`config.mk`:
```
export PLATFORM = sky130hd
export DESIGN_NAME = scan_mux_flat
export DESIGN_NICKNAME = d
export VERILOG_FILES = /design/src/rtl/scan_mux_if.sv /design/src/rtl/scan_mux.sv /design/src/flat_wrapper.sv
export SDC_FILE = /design/constraint.sdc
export NUM_CORES = 1
export LEC_CHECK = 0
export BUFFER_PORTS_ARGS = -buffer_cell sky130_fd_sc_hd__buf_2
export CAP_MARGIN = 5
export CORE_MARGIN = 2
export CORE_UTILIZATION = 46
export DETAILED_ROUTE_END_ITERATION = 10
export PLACE_DENSITY_LB_ADDON = 0.05
export RECOVER_POWER = 50
export SLEW_MARGIN = 0
export SYNTH_ARGS = -nofsm -noshare
export SYNTH_HDL_FRONTEND = slang
export SYNTH_SLANG_ARGS = --single-unit
```
`constraint.sdc`:
```
create_clock -name clk -period 4.3 [get_ports clk]
set_clock_uncertainty 0.1 [all_clocks]
set_input_delay 0.43 -clock clk [delete_from_list [all_inputs] [get_ports clk]]
set_output_delay 0.43 -clock clk [all_outputs]
set_load 0.02 [all_outputs]
```
`src/rtl/scan_mux_if.sv`:
```
// ---------------------------------------------------------------------------
// scan_mux_if
//
// Bus bundle between a scan_mux and whatever drives and consumes it.
//
// Parameters
//   WIDTH : data width of one channel in bits
//   NCH   : number of source channels
//   SELW  : channel index width, derived from NCH (minimum 1 bit)
//
// Signals
//   din   : packed channel data, channel k at bits [k*WIDTH +: WIDTH]
//   sel   : manual channel select
//   auto  : 1 = round-robin scan, 0 = manual select
//   hold  : 1 = freeze the mux state
//   dout  : registered data of the current channel
//   ch    : registered current channel index
//   sw    : one-cycle strobe, high in the cycle after ch changed
//
// Modports
//   master : the source/controller side (drives din, sel, auto, hold)
//   slave  : the scan_mux side (drives dout, ch, sw)
// ---------------------------------------------------------------------------
interface scan_mux_if #(
  parameter int WIDTH = 4,
  parameter int NCH   = 4
);

  // Index width is never zero so a single-channel build still has a port.
  localparam int SELW = (NCH > 1) ? $clog2(NCH) : 1;

  logic [NCH*WIDTH-1:0] din;
  logic [SELW-1:0]      sel;
  logic                 auto;
  logic                 hold;
  logic [WIDTH-1:0]     dout;
  logic [SELW-1:0]      ch;
  logic                 sw;

  modport master (
    output din,
    output sel,
    output auto,
    output hold,
    input  dout,
    input  ch,
    input  sw
  );

  modport slave (
    input  din,
    input  sel,
    input  auto,
    input  hold,
    output dout,
    output ch,
    output sw
  );

endinterface

```
`src/rtl/scan_mux.sv`:
```
// ---------------------------------------------------------------------------
// scan_mux
//
// N-channel, WIDTH-bit registered multiplexer used to time-share a single
// display/datapath between several source buses. In manual mode the channel
// comes from sel; in auto mode the mux scans the channels round-robin,
// dwelling DWELL cycles on each one. Data, channel index and the
// channel-switch strobe all come straight from registers.
//
// Parameters
//   WIDTH : data width per channel in bits
//   NCH   : number of input channels (>= 1)
//   DWELL : cycles spent on each channel in auto mode (>= 1)
//   The bus interface must be built with the same WIDTH and NCH.
//
// Ports
//   clk : clock, all state updates on the rising edge
//   rst : synchronous active-high reset, overrides everything else
//   bus : scan_mux_if slave modport
//         din/sel/auto/hold in, dout/ch/sw out
// ---------------------------------------------------------------------------
module scan_mux #(
  parameter int WIDTH = 4,
  parameter int NCH   = 4,
  parameter int DWELL = 4
) (
  input logic       clk,
  input logic       rst,
  scan_mux_if.slave bus
);

  // Channel index and dwell counter widths; both are kept at least one bit
  // wide so the degenerate NCH=1 / DWELL=1 builds still elaborate cleanly.
  localparam int SELW = (NCH > 1) ? $clog2(NCH) : 1;
  localparam int CNTW = (DWELL > 1) ? $clog2(DWELL) : 1;

  localparam logic [SELW-1:0] CH_LAST  = SELW'(NCH - 1);
  localparam logic [CNTW-1:0] CNT_LAST = CNTW'(DWELL - 1);

  // NCH is compared against sel one bit wider so that the full range of sel
  // codes can be tested even when NCH is a power of two.
  localparam logic [SELW:0]   NCH_EXT  = (SELW + 1)'(NCH);

  // What the mux does on the coming edge, in priority order.
  typedef enum logic [1:0] {
    MODE_RESET,
    MODE_HOLD,
    MODE_MANUAL,
    MODE_AUTO
  } mode_t;

  mode_t              mode;

  logic [SELW-1:0]    ch_q;
  logic [CNTW-1:0]    cnt_q;
  logic [WIDTH-1:0]   dout_q;
  logic               sw_q;

  logic [SELW-1:0]    ch_d;
  logic [CNTW-1:0]    cnt_d;
  logic [WIDTH-1:0]   dout_d;
  logic               sw_d;

  logic [SELW-1:0]    nch;
  logic [CNTW-1:0]    cnt_next;
  logic               sel_ok;
  logic [WIDTH-1:0]   din_pick;

  // Decode the control inputs into a single mode. Reset beats hold, and
  // hold beats both the manual and the auto path.
  always_comb begin
    mode = MODE_MANUAL;
    if (rst) begin
      mode = MODE_RESET;
    end else if (bus.hold) begin
      mode = MODE_HOLD;
    end else if (bus.auto) begin
      mode = MODE_AUTO;
    end
  end

  // Work out which channel the mux should show after this edge and what the
  // dwell counter becomes. An out-of-range manual select leaves the current
  // channel in place instead of pointing at a channel that does not exist.
  // Leaving manual mode always starts auto with a cleared counter, so the
  // first dwell after a mode change is a full DWELL cycles.
  always_comb begin
    nch      = ch_q;
    cnt_next = '0;
    sel_ok   = ({1'b0, bus.sel} < NCH_EXT);
    case (mode)
      MODE_MANUAL: begin
        if (sel_ok) begin
          nch = bus.sel;
        end
        cnt_next = '0;
      end
      MODE_AUTO: begin
        if (cnt_q == CNT_LAST) begin
          nch      = (ch_q == CH_LAST) ? '0 : ch_q + 1'b1;
          cnt_next = '0;
        end else begin
          cnt_next = cnt_q + 1'b1;
        end
      end
      default: begin
        nch      = ch_q;
        cnt_next = cnt_q;
      end
    endcase
  end

  // Pick the data of the channel chosen above. The compare-and-select loop
  // only ever matches real channels, so no X can leak out of an unused
  // index code.
  always_comb begin
    din_pick = '0;
    for (int k = 0; k < NCH; k++) begin
      if (nch == SELW'(k)) begin
        din_pick = bus.din[k*WIDTH +: WIDTH];
      end
    end
  end

  // Next-state values for every register. Hold keeps the channel, counter
  // and data frozen (so din changes are ignored) but drops the strobe.
  // In the running modes the data is re-sampled every cycle, not only when
  // the channel changes, so mid-dwell updates of din reach dout one edge
  // later.
  always_comb begin
    ch_d   = ch_q;
    cnt_d  = cnt_q;
    dout_d = dout_q;
    sw_d   = 1'b0;
    case (mode)
      MODE_RESET: begin
        ch_d   = '0;
        cnt_d  = '0;
        dout_d = '0;
        sw_d   = 1'b0;
      end
      MODE_HOLD: begin
        sw_d   = 1'b0;
      end
      MODE_MANUAL, MODE_AUTO: begin
        ch_d   = nch;
        cnt_d  = cnt_next;
        dout_d = din_pick;
        sw_d   = (nch != ch_q);
      end
      default: begin
        sw_d   = 1'b0;
      end
    endcase
  end

  // State register. Reset is folded into the next-state logic above, which
  // keeps it synchronous and gives it priority over every other input.
  always_ff @(posedge clk) begin
    ch_q   <= ch_d;
    cnt_q  <= cnt_d;
    dout_q <= dout_d;
    sw_q   <= sw_d;
  end

  assign bus.dout = dout_q;
  assign bus.ch   = ch_q;
  assign bus.sw   = sw_q;

endmodule

```
`src/flat_wrapper.sv`:
```
// flat-port wrapper written by rule: the top's interface ports become plain ports
module scan_mux_flat 
#(
  parameter int WIDTH = 4,
  parameter int NCH   = 4,
  parameter int DWELL = 4
)
  (clk, rst, bus_din, bus_sel, bus_auto, bus_hold, bus_dout, bus_ch, bus_sw);
  scan_mux_if #(.WIDTH(WIDTH), .NCH(NCH)) bus_i ();
  input logic clk;
  input logic rst;
  input wire logic [$bits(bus_i.din)-1:0] bus_din;
  input wire logic [$bits(bus_i.sel)-1:0] bus_sel;
  input wire logic [$bits(bus_i.auto)-1:0] bus_auto;
  input wire logic [$bits(bus_i.hold)-1:0] bus_hold;
  output wire logic [$bits(bus_i.dout)-1:0] bus_dout;
  output wire logic [$bits(bus_i.ch)-1:0] bus_ch;
  output wire logic [$bits(bus_i.sw)-1:0] bus_sw;
  assign bus_i.din = bus_din;
  assign bus_i.sel = bus_sel;
  assign bus_i.auto = bus_auto;
  assign bus_i.hold = bus_hold;
  assign bus_dout = bus_i.dout;
  assign bus_ch = bus_i.ch;
  assign bus_sw = bus_i.sw;
  scan_mux #(.WIDTH(WIDTH), .NCH(NCH), .DWELL(DWELL)) u_core (.clk(clk), .rst(rst), .bus(bus_i));
endmodule
```
# --- After elaboration in Yosys (flattened, before gate mapping) ---
# Index checks and enable logic that the tools add are counted.
# W data, S select, Z words.
op_classes:
  addsub: 2
  n_mul: 0
  div_mod_pow: 0
  order_cmp: 0
  n_eq_ne: 10
  shift: 0
  mux: 16
  bitwise: 0
  n_reduce_logical: 6
op_table:
  columns: ["cell", "count"]
  rows:
  - ["$mux W4", 4]
  - ["$pmux W2 S2", 4]
  - ["$eq A2 B2 Y1 const B", 6]
  - ["$mux W2", 5]
  - ["$pmux W4 S2", 1]
  - ["$add A2 B1 Y2 const B", 2]
  - ["$eq A2 B1 Y1 const B", 2]
  - ["$logic_not A2 Y1", 2]
  - ["$reduce_or A2 Y1", 2]
  - ["$ne A3 B1 Y1 const B", 1]
  - ["$ne A2 B2 Y1", 1]
  - ["$pmux W1 S2", 1]
  - ["$reduce_and A2 Y1", 1]
  - ["$reduce_bool A2 Y1", 1]
  - ["$mux W1", 1]
word_totals:
  reg_bits: 9
  latch_bits: 0
  ramBits: 0
  mem_bits_ro: 0
  input_bits: 22
  output_inout_bits: 7
  elab_cells: 38
  memories: 0

# --- Depth between registers and ports, before layout ---
# Gate-level depths: netlist of run 1.
logic_depth:
  ltp_word: 11
  ltp_mapped: 7
  depth_no_buf: 6

# --- Worst setup path before layout of run 1 ---
# Ideal clock, no wire load.
synth_path:
  path_type: "reg-to-reg"
  from: "register u_core.ch_q[0], in the netlist u_core.bus.ch[0]"
  to: "register u_core.dout_q[0], in the netlist u_core.bus.dout[0] (data pin)"
  setup_time_ps: 256
  arrival_ps: 1936
  t_required_ps: 3944
  path_slack_ps: 2008
  stages_incl_launch_ff: 8
  path_buffers: 1
  period_less_slack_ps: 2292
  path_cell_list: "edfxtp_1 ha_1 nor3b_2 mux2i_1 o2bb2ai_2 buf_6 mux2_4 o211a_1"
synth_between:
  elab_chain_cells: 10
  word_cells_on_any_way: 14
  cone_classes: "add/sub: 1; eq/ne: 4; mux: 8; reduce/logical: 1"
synth_lines:
  columns: ["element", "line", "text"]
  rows:
  - ["from (decl)", "scan_mux.sv:54", "logic [SELW-1:0] ch_q;"]
  - ["from (signal assigned)", "scan_mux.sv:160", "ch_q <= ch_d;"]
  - ["$add A2 B1 Y2 or $eq A2 B2 Y1 (tied branches)", "scan_mux.sv:100", "nch = (ch_q == CH_LAST) ? '0 : ch_q + 1'b1;"]
  - ["$mux W2", "scan_mux.sv:100", null]
  - ["$mux W2", "scan_mux.sv:99", "if (cnt_q == CNT_LAST) begin"]
  - ["$pmux W2 S2 (*)", "scan_mux.sv:91", "case (mode)"]
  - ["$logic_not A2 Y1", "scan_mux.sv:119", "if (nch == SELW'(k)) begin"]
  - ["$mux W4 (3 in a row)", "scan_mux.sv:119", null]
  - ["$mux W4 (*)", "scan_mux.sv:119", null]
  - ["$pmux W4 S2 (*)", "scan_mux.sv:135", "case (mode)"]
  - ["to (signal assigned)", "scan_mux.sv:162", "dout_q <= dout_d;"]
  - ["to (decl)", "scan_mux.sv:56", "logic [WIDTH-1:0] dout_q;"]
# Every way passes the cells marked *; elsewhere a longest branch is shown, timed or not.
# A chain may end at the register's enable or synchronous reset.

# --- Final worst setup path of run 1 ---
layout_path:
  from: "register u_core.ch_q[0], in the netlist u_core.bus.ch[0]"
  to: "register u_core.dout_q[2], in the netlist u_core.bus.dout[2] (data pin)"
# The elaborated chain is that of the path after synthesis.

==> results of run 1 <==
stage by stage:
| stage | cells | hold WS [ps] | power, W | worst slack [ps] | instance area, µm² |
|---|---|---|---|---|---|
| after CTS | 103 | 466 | 0.000235 | 1790 | 813 |
| after detailed placement | 99 | 468 | 0.000170 | 1810 | 787 |
| after floorplan | 59 | 443 | 0.000152 | 2010 | 654 |
| after global placement | 99 | 467 | 0.000169 | 1900 | 787 |
| after global routing | 103 | 471 | 0.000246 | 1680 | 802 |
| final | 103 | 469 | 0.000232 | 1790 | 802 |
power groups by stage:
stage	logic [W]	clock network, W	registers (W)
2_1_floorplan	0.0000364	0	0.000116
3_3_place_gp	0.0000605	0	0.000109
3_5_place_dp	0.0000612	0	0.000109
4_1_cts	0.0000615	0.0000661	0.000107
5_1_grt	0.0000651	0.0000731	0.000108
6_report	0.0000597	0.0000651	0.000107
layout make-up:
class	instances	share of cell area, %
sequential	9	32.4
multi-input combinational	45	44.0
tap	15	2.34
clock buffer	4	3.28
timing repair buffer	28	17.0
inverter	2	0.936
layer usage:
layer / share of wire, % / up-vias / GRT usage [%]
met4: 1.6 / 0 / 9.68
met3: 8.7 / 2 / 3.04
li1: - / 281 / -
met5: 0 / - / 0
met1: 48 / 237 / 22.4
met2: 42 / 29 / 21.3
cells in the mapped netlist:
cell       instances
dfxtp_1            1
o21ai_1            1
nand2b_4           1
buf_6              1
o211a_1            4
nor2_2             1
mux2_2             2
or3b_1             4
xnor2_1            2
nor3b_2            1
o2bb2ai_2          1
ha_1               2
mux2_4             2
edfxtp_1           8
a21oi_1            9
or2_1              1
mux2i_1            2
inv_1              2
o21ai_0            2
a21oi_2            1
buf_4              2
nand3b_1           1
nor3_1             6
nand2_1            1
nand2b_1           1
logic make-up after synthesis:
| kind of cell | after synthesis | synth area share [%] |
|---|---|---|
| xor+xnor | 2 | 2.68 |
| fa+ha+maj | 2 | 3.82 |
| mux | 6 | 11.1 |
| buf+inv | 5 | 5.16 |
| flops | 9 | 39.8 |
| compound gates | 18 | 18.9 |
| simple gates | 17 | 18.5 |
tightest hold or removal path, cell delays in order:
cell and delay, ps:
buf_2 70, or3b_1 90, o211a_1 120
flip-flops by register name (all words and copies together), names as in the netlist:
register and cells:
u_core.bus.ch 2, u_core.bus.dout 4, u_core.bus.sw 1, u_core.cnt_q 2
worst max path at each step:
stage / from / endpoint
after floorplan: u_core.bus.ch[0]$_SDFFCE_PP0P_ / u_core.bus.dout[0]$_SDFFCE_PP0P_
after global placement: u_core.bus.ch[0]$_SDFFCE_PP0P_ / u_core.bus.dout[1]$_SDFFCE_PP0P_
after detailed placement: u_core.bus.ch[0]$_SDFFCE_PP0P_ / u_core.bus.dout[2]$_SDFFCE_PP0P_
after CTS: u_core.bus.ch[0]$_SDFFCE_PP0P_ / u_core.bus.dout[2]$_SDFFCE_PP0P_
after global routing: u_core.bus.ch[0]$_SDFFCE_PP0P_ / u_core.bus.dout[2]$_SDFFCE_PP0P_
final: u_core.bus.ch[0]$_SDFFCE_PP0P_ / u_core.bus.dout[2]$_SDFFCE_PP0P_
==> run metrics, run 1 <==
synth unique cells 25; first-pass GRT wire length between 2000 and 2500 µm; DR vias between 500 and 600; Synth Area per Inst 11.1 µm²; share of the synthesized area in the top cell type between 30% and 40%; cell leakage power 0.368 nW; Crit. path cell count 6; FF-to-FF setup slack 1790 ps; cell family with most CP delay compound AO/OA/AOI/OAI gates; fraction of layout instances using a drive strength above 1 40.9%; most frequent standard cell in the layout excluding fill and tap cells buf_2; max_cap viols 0; outcome finished clean; Layout area overhead 22.6%; shortest clock period the worst path allows after layout approximately 2500 ps; effective utilization at floorplan 49.7%; post-detailed-route via-to-cell ratio between 5 and 6; P_sw between 0.00006 and 0.00007 W; placed wire-length estimate after detailed placement 1010 µm; cells resized by post-CTS repair 0; Tot GR Track Use between 10% and 20%; die extent in y 41.7 µm; Sinks on Clock Net 9; Initial DRT Pass Iterations 4; Boundary Pins 29; capture endpoint of the worst hold path u_core.bus.dout[1]$_SDFFCE_PP0P_; clock insertion delay at the later pin of the skew report 260 ps; endpoint kind of the worst setup timing path flip-flop; most frequent cells in the layout 25 x buf_2, 9 x a21oi_1, 8 x edfxtp_1; combinational group share of total power 25.8%; Total Die Area 1740 µm²; # nets final roughly 110; Synth Warn # 0; crit path max fanout 12; total number of H-tree levels 1; HP Start bus_din[9]; Fmax ~400 MHz; Clock transition at path regs roughly 70 ps; per-cell routed wire length ~13 µm; share of synthesized area occupied by flip-flops and latches roughly two fifths; count of cells along the worst hold path 3; post-detailed-route DRC marker count 0; area of the core region approximately 1300 µm²; CTS Buffer Depth 2; number of buffers created by CTS 3; Hold Vio Cnt, Final 0; detailed router's first-iteration violation count 11; via count of the first global-routing pass 464; maximum number of pins on one net before global-route repair 13; max incr delay on CP approximately 500 ps; worst vdd rail ir drop approximately 120 µV; number of max-slew violations in the final report 0; Die Width 41.7 µm; Post-CTS Hold Fix Bufs 0; buffers inserted by post-CTS timing repair 0; total power divided by cell area about 290 nW/µm²; post-synthesis instance total 59; clock tree from TritonCTS done; startpoint of the lowest-slack register-to-register path u_core.bus.ch[0]$_SDFFCE_PP0P_; Data arrival, critical path between 2000 and 2500 ps; Reg2Reg Depth 6; Least-Margin Pin Slew between 500 and 600 ps; top cell type by total area after synthesis edfxtp_1; count of nets left with antenna violations after detail routing 0; final estimated routing congestion in global placement roughly 0.8; cell-internal power about 0.00017 W; Setup Viol. Count Final 0; standard-cell row count 13; part of the total power dissipated in sequential elements between 40% and 50%; area taken by multi-input logic gates between 300 and 400 µm²; total wirelength of the detailed-routed design between 1000 and 1500 µm; Syn Nets 83; final-layout setup total negative slack 0 ps; overall overflow remaining after global route 0; startpoint type of the worst setup path flip-flop; Mapped Area roughly 650 µm²; initial antenna violation count 0; Crit path buffers/inverters 0; worst endpoint required time roughly 4200 ps; largest cells by area after synthesis edfxtp_1 37%, a21oi_1 6.9%, o211a_1 6.1%, or3b_1 5.4%, nor3_1 4.6%; Slew HR around 65%; series of cell instances along the critical path ha_1, nor3b_2, mux2i_1, o2bb2ai_2, mux2_2, o211a_1; switching part of the total power 28.3%; Core Util, Final approximately 61%; number of inserted diodes 0; type of the worst setup path flip-flop to flip-flop; count of fill cells added during filler insertion 123; destination of the worst register-to-register timing path u_core.bus.dout[2]$_SDFFCE_PP0P_; Clock Tree Root clkbuf_4; type of the most critical hold path input pin to flip-flop; unrepaired setup endpoints after global routing no; relative contribution of the clock network to total power between 20% and 30%; library cell contributing the largest single delay on the critical path edfxtp_1; register area 260 µm²; number of buffers added on ports 28; Yosys reg bits 9; Period Utilization, post-route 58.4%
Power figures use the tool's default switching activity.
==> run 2, diff against run 1 <==
--- a/config.mk
+++ b/config.mk
@@ -5,10 +5,11 @@
 export SDC_FILE = /design/constraint.sdc
 export NUM_CORES = 1
 export LEC_CHECK = 0
+export ABC_AREA = 1
 export BUFFER_PORTS_ARGS = -buffer_cell sky130_fd_sc_hd__buf_2
 export CAP_MARGIN = 5
 export CORE_MARGIN = 2
-export CORE_UTILIZATION = 46
+export CORE_UTILIZATION = 41
 export DETAILED_ROUTE_END_ITERATION = 10
 export PLACE_DENSITY_LB_ADDON = 0.05
 export RECOVER_POWER = 50
==> constraint.sdc (replaced) <==
create_clock -name clk -period 2.2 [get_ports clk]
set_clock_uncertainty 0.1 [all_clocks]
set_input_delay 0.22 -clock clk [delete_from_list [all_inputs] [get_ports clk]]
set_output_delay 0.22 -clock clk [all_outputs]
set_load 0.02 [all_outputs]
==> run 2 against run 1 <==
  * Design area up 3.0%
  * Non-clock buffer count is the same
  * Die area up 11%
  * Setup slack got worse by 1500 ps
  * Clock-buffer cell count is the same
  * Clock power grew 92%
  * Worst hold slack worse by 230 ps
  * Sequential share of layout area down 0.93 points
  * Core utilization is 6.1 points lower
  * Critical path type unchanged
==> run metrics, run 2 <==
share of the synthesized area in the top cell type 36.6%; Least-Margin Pin Slew between 300 and 400 ps; startpoint type of the worst setup path flip-flop; Initial DRT Pass Iterations 3; DR vias 590; library cell with the highest instance count after synthesis nand2_1; series of cell instances along the critical path ha_1, o21ai_0, nand3_2, nand3_4, nand2_2, o21ai_0, inv_1, nand2_1, inv_1; Total Die Area roughly 1900 µm²; total wirelength of the detailed-routed design 1230 µm; Tot GR Track Use roughly 15%; Syn Nets between 100 and 150; Setup Viol. Count Final 0; Clock transition at path regs ~60 ps; number of buffers added on ports 28; Sinks on Clock Net 9; die extent in y 44.0 µm; clock tree from TritonCTS done; number of flip-flops in the largest register 4; most frequent standard cell in the layout excluding fill and tap cells buf_2; # nets final ~140; standard-cell row count 14; crit path max fanout 12; Mapped Area about 660 µm²; worst vdd rail ir drop roughly 230 µV; maximum number of pins on one net before global-route repair 13; number of enable-type register cells in the synthesized netlist 8; Yosys reg bits 9; max_cap viols 0; number of inserted diodes 0; cell leakage power between 0.4 and 0.5 nW; effective utilization at floorplan around 44%; Synth Warn # 0; part of the total power dissipated in sequential elements 45.8%; number of buffers created by CTS 3; largest cells by area after synthesis edfxtp_1 37%, nand2_1 9.7%, nand3_1 5.3%, nand3_4 5.3%, inv_1 5.1%; Synth Area per Inst roughly 8.3 µm²; type of the worst setup path flip-flop to flip-flop; register area roughly 260 µm²; count of nets left with antenna violations after detail routing 0; number of max-slew violations in the final report 0; Period Utilization, post-route 86.8%; final estimated routing congestion in global placement ~0.81; main flop type after synthesis edfxtp_1; clock insertion delay at the later pin of the skew report between 200 and 300 ps; Boundary Pins 29; Clock Tree Root clkbuf_4; relative contribution of the clock network to total power between 20% and 30%; post-synthesis instance total between 70 and 80; area of the core region between 1500 and 2000 µm²; Fmax roughly 520 MHz; Hold Vio Cnt, Final 0; placed wire-length estimate after detailed placement 1020 µm; synth unique cells 21; total power divided by cell area 558 nW/µm²; cell-internal power roughly 0.00032 W; worst endpoint required time around 2100 ps; max incr delay on CP about 480 ps; shortest clock period the worst path allows after layout about 1900 ps; outcome finished clean; area taken by multi-input logic gates around 330 µm²; count of fill cells added during filler insertion 153; buffers inserted by post-CTS timing repair 0; post-route setup slack between 200 and 300 ps; CTS Buffer Depth 2; cells resized by post-CTS repair 0; type of the most critical hold path input pin to flip-flop; post-detailed-route via-to-cell ratio ~4.7; Layout area overhead 25.7%; final-layout setup total negative slack 0 ps; overall overflow remaining after global route 0; per-cell routed wire length slightly below 10 µm; top cell type by total area after synthesis edfxtp_1; Data arrival, critical path ~1800 ps; detailed router's first-iteration violation count 4; most frequent cells in the layout 23 x buf_2, 17 x nand2_1, 10 x inv_1; post-detailed-route DRC marker count 0; via count of the first global-routing pass roughly 540; switching part of the total power roughly 30%; library cell contributing the largest single delay on the critical path edfxtp_1; Post-CTS Hold Fix Bufs 0; share of synthesized area occupied by flip-flops and latches between 30% and 40%; first-pass GRT wire length 2080 µm; post-route total power 0.000461 W; total number of H-tree levels 1; unrepaired setup endpoints after global routing no; Placement Setup Slack ~280 ps; initial antenna violation count 0; commonest cells in the synthesized netlist 17 x nand2_1, 9 x inv_1, 8 x edfxtp_1; fraction of layout instances using a drive strength above 1 between 30% and 40%; endpoint kind of the worst setup timing path flip-flop; Slew HR 78.1%; combinational group share of total power 27.1%; Die Width 44.0 µm; P_sw about 0.00014 W; Async SR Flop Fraction 0%
-- run 2: area by class of cell --
type / count / area share [%]
tap: 16 / 2.42
sequential: 9 / 31.5
timing repair buffer: 28 / 16.2
clock buffer: 4 / 3.18
multi-input combinational: 55 / 40.3
inverter: 14 / 6.36
-- run 2: worst paths after layout --
check                            startpoint                          endpoint  slack, ps  cells after the start
max reg2reg  u_core.bus.ch[0]$_SDFFCE_PP0P_  u_core.bus.dout[2]$_SDFFCE_PP0P_        290                      9
min reg2reg   u_core.cnt_q[0]$_SDFFCE_PP0P_     u_core.cnt_q[0]$_SDFFCE_PP0P_        460                      1
min                              bus_sel[0]    u_core.bus.ch[0]$_SDFFCE_PP0P_        240                      3
max          u_core.bus.ch[0]$_SDFFCE_PP0P_  u_core.bus.dout[2]$_SDFFCE_PP0P_        290                      9
-- run 2: logic make-up after synthesis --
kind of cell	Yosys count	synth area share [%]
buffers and inverters	15	9.71
AND/OR/NAND/NOR	42	37.9
XOR/XNOR	1	1.33
AO/OA/AOI/OAI	10	7.62
flip-flops	9	39.6
adder cells (fa/ha/maj)	2	3.81
-- run 2: worst max-delay path: cells and delay by family, from the launching register on --
family | cells | cell delay (ps)
AO/OA/AOI/OAI | 2 | 330
AND/OR/NAND/NOR | 4 | 430
buffers and inverters | 2 | 90
adder cells (fa/ha/maj) | 1 | 240
flip-flops | 1 | 480
-- run 2: metal layers --
metal	part of all wire, %	vias up	track usage, %
met5	0	-	0
met4	1.5	0	10.9
met3	4.4	2	2.45
met2	45	17	23.2
met1	48	250	18.2
li1	-	321	-
-- run 2: power by group through the flow --
stage	clock network [W]	logic, W	registers (W)
2_1_floorplan	0	0.0000724	0.000231
3_3_place_gp	0	0.000129	0.000214
3_5_place_dp	0	0.000129	0.000214
4_1_cts	0.000130	0.000129	0.000211
5_1_grt	0.000138	0.000141	0.000213
6_report	0.000125	0.000125	0.000211
-- run 2: stage by stage --
step	hold WS, ps	utilization, %	instances	instance area (µm²)
6_report	239	54.8	126	826
5_1_grt	245	54.8	126	826
4_1_cts	230	55.2	126	832
3_5_place_dp	460	53.5	122	806
3_3_place_gp	459	53.5	122	806
2_1_floorplan	378	-	79	657
==> run 3, diff against run 2 <==
--- a/config.mk
+++ b/config.mk
@@ -5,7 +5,6 @@
 export SDC_FILE = /design/constraint.sdc
 export NUM_CORES = 1
 export LEC_CHECK = 0
-export ABC_AREA = 1
 export BUFFER_PORTS_ARGS = -buffer_cell sky130_fd_sc_hd__buf_2
 export CAP_MARGIN = 5
 export CORE_MARGIN = 2
==> run 3 against run 2 <==
  * Worst hold slack better by 16 ps
  * Combinational power is 41% higher
  * Clock power hardly changed
  * Via count is 0.51% higher
  * Die area is 0.34% lower
  * Setup slack worse by 250 ps
  * Design area is 21% higher
  * Clock-buffer cell count stayed put
  * Core utilization is 11 points higher
  * Non-clock buffer count is 13 higher
  * Power is 11% higher
  * Largest cell class unchanged
==> run metrics, run 3 (synthesis gave the netlist of run 1 again) <==
Data arrival, critical path between 2000 and 2500 ps; outcome finished clean; post-detailed-route via-to-cell ratio a little over 5; series of cell instances along the critical path ha_2, nor3b_4, mux2i_4, o2bb2ai_4, buf_4, buf_4, or3b_1, o211a_1; cell family with most CP delay simple AND/OR/NAND/NOR gates; first-pass GRT wire length ~2600 µm; total power divided by cell area 511 nW/µm²; crit path max fanout 3; count of cells along the worst hold path 3; worst hold slack between 200 and 300 ps; Post-CTS Hold Fix Bufs 0; final-layout setup total negative slack 0 ps; initial antenna violation count 0; placed wire-length estimate after detailed placement 1160 µm; startpoint type of the worst setup path flip-flop; cell leakage power about 0.44 nW; shortest clock period the worst path allows after layout 2160 ps; cell with the most instances on the worst path buf_4; Period Utilization, post-route roughly 98%; CTS Buffer Depth 2; max incr delay on CP 390 ps; per-cell routed wire length about 14 µm; overall overflow remaining after global route 0; most frequent standard cell in the layout excluding fill and tap cells buf_2; number of flip-flops in the largest register 4; count of nets left with antenna violations after detail routing 0; type of the most critical hold path input pin to flip-flop; endpoint kind of the worst setup timing path flip-flop; Total Die Area just under 2000 µm²; most frequent cells in the layout 25 x buf_2, 12 x buf_4, 8 x a21oi_1, 8 x edfxtp_1, 6 x nor3_1; clock tree from TritonCTS done; worst vdd rail ir drop between 200 and 300 µV; Reg2Reg Depth 8; clock insertion delay at the later pin of the skew report 260 ps; Slew HR 73.1%; startpoint of the lowest-slack register-to-register path u_core.cnt_q[0]$_SDFFCE_PP0P_; Clock transition at path regs ~60 ps; Boundary Pins 29; Hold Vio Cnt, Final 0; effective utilization at floorplan between 40% and 50%; Die Width 44.0 µm; worst endpoint required time roughly 2100 ps; Sinks on Clock Net 9; Initial DRT Pass Iterations 4; maximum number of pins on one net before global-route repair 12; number of max-slew violations in the final report 0; HP Start bus_din[10]; max_cap viols 0; number of inserted diodes 0; Least-Margin Pin Slew 403 ps; Layout area overhead 52.6%; fraction of layout instances using a drive strength above 1 54.9%; # nets final around 130; unrepaired setup endpoints after global routing yes; Fmax around 460 MHz; detailed router's first-iteration violation count 13; library cell contributing the largest single delay on the critical path edfxtp_1; number of buffers created by CTS 3; destination of the worst register-to-register timing path u_core.bus.dout[2]$_SDFFCE_PP0P_; area of the core region between 1500 and 2000 µm²; capture endpoint of the worst hold path u_core.bus.dout[2]$_SDFFCE_PP0P_; die extent in y approximately 44 µm; Clock Tree Root clkbuf_4; post-detailed-route DRC marker count 0; via count of the first global-routing pass ~600; Setup Viol. Count Final 0; final estimated routing congestion in global placement between 0.6 and 0.7; FF-to-FF setup slack 40 ps; Crit path buffers/inverters 2; type of the worst setup path flip-flop to flip-flop; Tot GR Track Use about a fifth; standard-cell row count 14; number of buffers added on ports 28; total wirelength of the detailed-routed design between 1500 and 2000 µm; DR vias about 590; total number of H-tree levels 1
-- run 3: cell count changes in the layout (fill, tap and decap cells not counted), moves of 5 or more --
cell | previous run | this run
a21oi_1 | 0 | 8
buf_4 | 0 | 12
inv_1 | 10 | 2
nand2_1 | 17 | 0
nand3_1 | 7 | 0
nor2_1 | 5 | 0
nor3_1 | 0 | 6
-- run 3: layout make-up --
class,instances,area (µm²)
flip-flops and latches,9,260
well taps,16,20.0
multi-input cells,46,438
repair buffers,41,246
inverters,2,7.51
fillers,137,508
clock buffers,4,26.3
-- run 3: what timing repair did --
action	4_1_cts	5_1_grt
setup buffers	0	5
gates resized for setup	1	8
setup endpoints to repair	4	4
cloned	0	1
pin swaps	0	2
-- run 3: per-layer routing --
metal / routed length (µm) / share of wire [%] / global-route usage (%)
met1: 712 / 43 / 23.6
met4: 7 / 0.42 / 7.27
met3: 76 / 4.6 / 3.75
met2: 855 / 52 / 32.1
met5: 0 / 0 / 0
-- run 3: worst max path at each step --
| stage | from | end | depth (start not counted) |
|---|---|---|---|
| global route | u_core.bus.ch[0]$_SDFFCE_PP0P_ | u_core.bus.dout[3]$_SDFFCE_PP0P_ | 7 |
| detailed placement | u_core.bus.ch[1]$_SDFFCE_PP0P_ | u_core.bus.dout[1]$_SDFFCE_PP0P_ | 6 |
| floorplan | u_core.bus.ch[0]$_SDFFCE_PP0P_ | u_core.bus.dout[0]$_SDFFCE_PP0P_ | 7 |
| finish | u_core.cnt_q[0]$_SDFFCE_PP0P_ | u_core.bus.dout[2]$_SDFFCE_PP0P_ | 8 |
| global placement | u_core.bus.ch[1]$_SDFFCE_PP0P_ | u_core.bus.dout[2]$_SDFFCE_PP0P_ | 6 |
| CTS | u_core.bus.ch[1]$_SDFFCE_PP0P_ | u_core.bus.dout[1]$_SDFFCE_PP0P_ | 6 |
-- run 3: worst register-to-register path: stages (launching register included) --
cell and delay, ps:
edfxtp_1 390, ha_2 200, nor3b_4 160, mux2i_4 210, o2bb2ai_4 120, buf_4 150
buf_4 120, or3b_1 360, o211a_1 110
-- run 3: power breakdown --
part           leakage [nW]  total [W]  switching, W  internal, W
Combinational         0.333   0.000176     0.0000852    0.0000911
Sequential           0.0964   0.000207    0.00000534     0.000201
Clock                0.0150   0.000128     0.0000578    0.0000699
Total                 0.445   0.000511      0.000148     0.000362
-- run 3: metrics by stage --
| stage | total power (W) | util [%] | area (µm²) | setup WS (ps) | std cells |
|---|---|---|---|---|---|
| final | 0.000511 | 66.3 | 998 | 38.1 | 118 |
| after global routing | 0.000542 | 66.3 | 998 | -48.9 | 118 |
| after CTS | 0.000483 | 59.1 | 890 | 36.0 | 112 |
| after detailed placement | 0.000349 | 56.5 | 851 | -71.6 | 108 |
| after global placement | 0.000347 | 56.5 | 851 | -16.0 | 108 |
| after floorplan | 0.000298 | - | 657 | -12.6 | 59 |
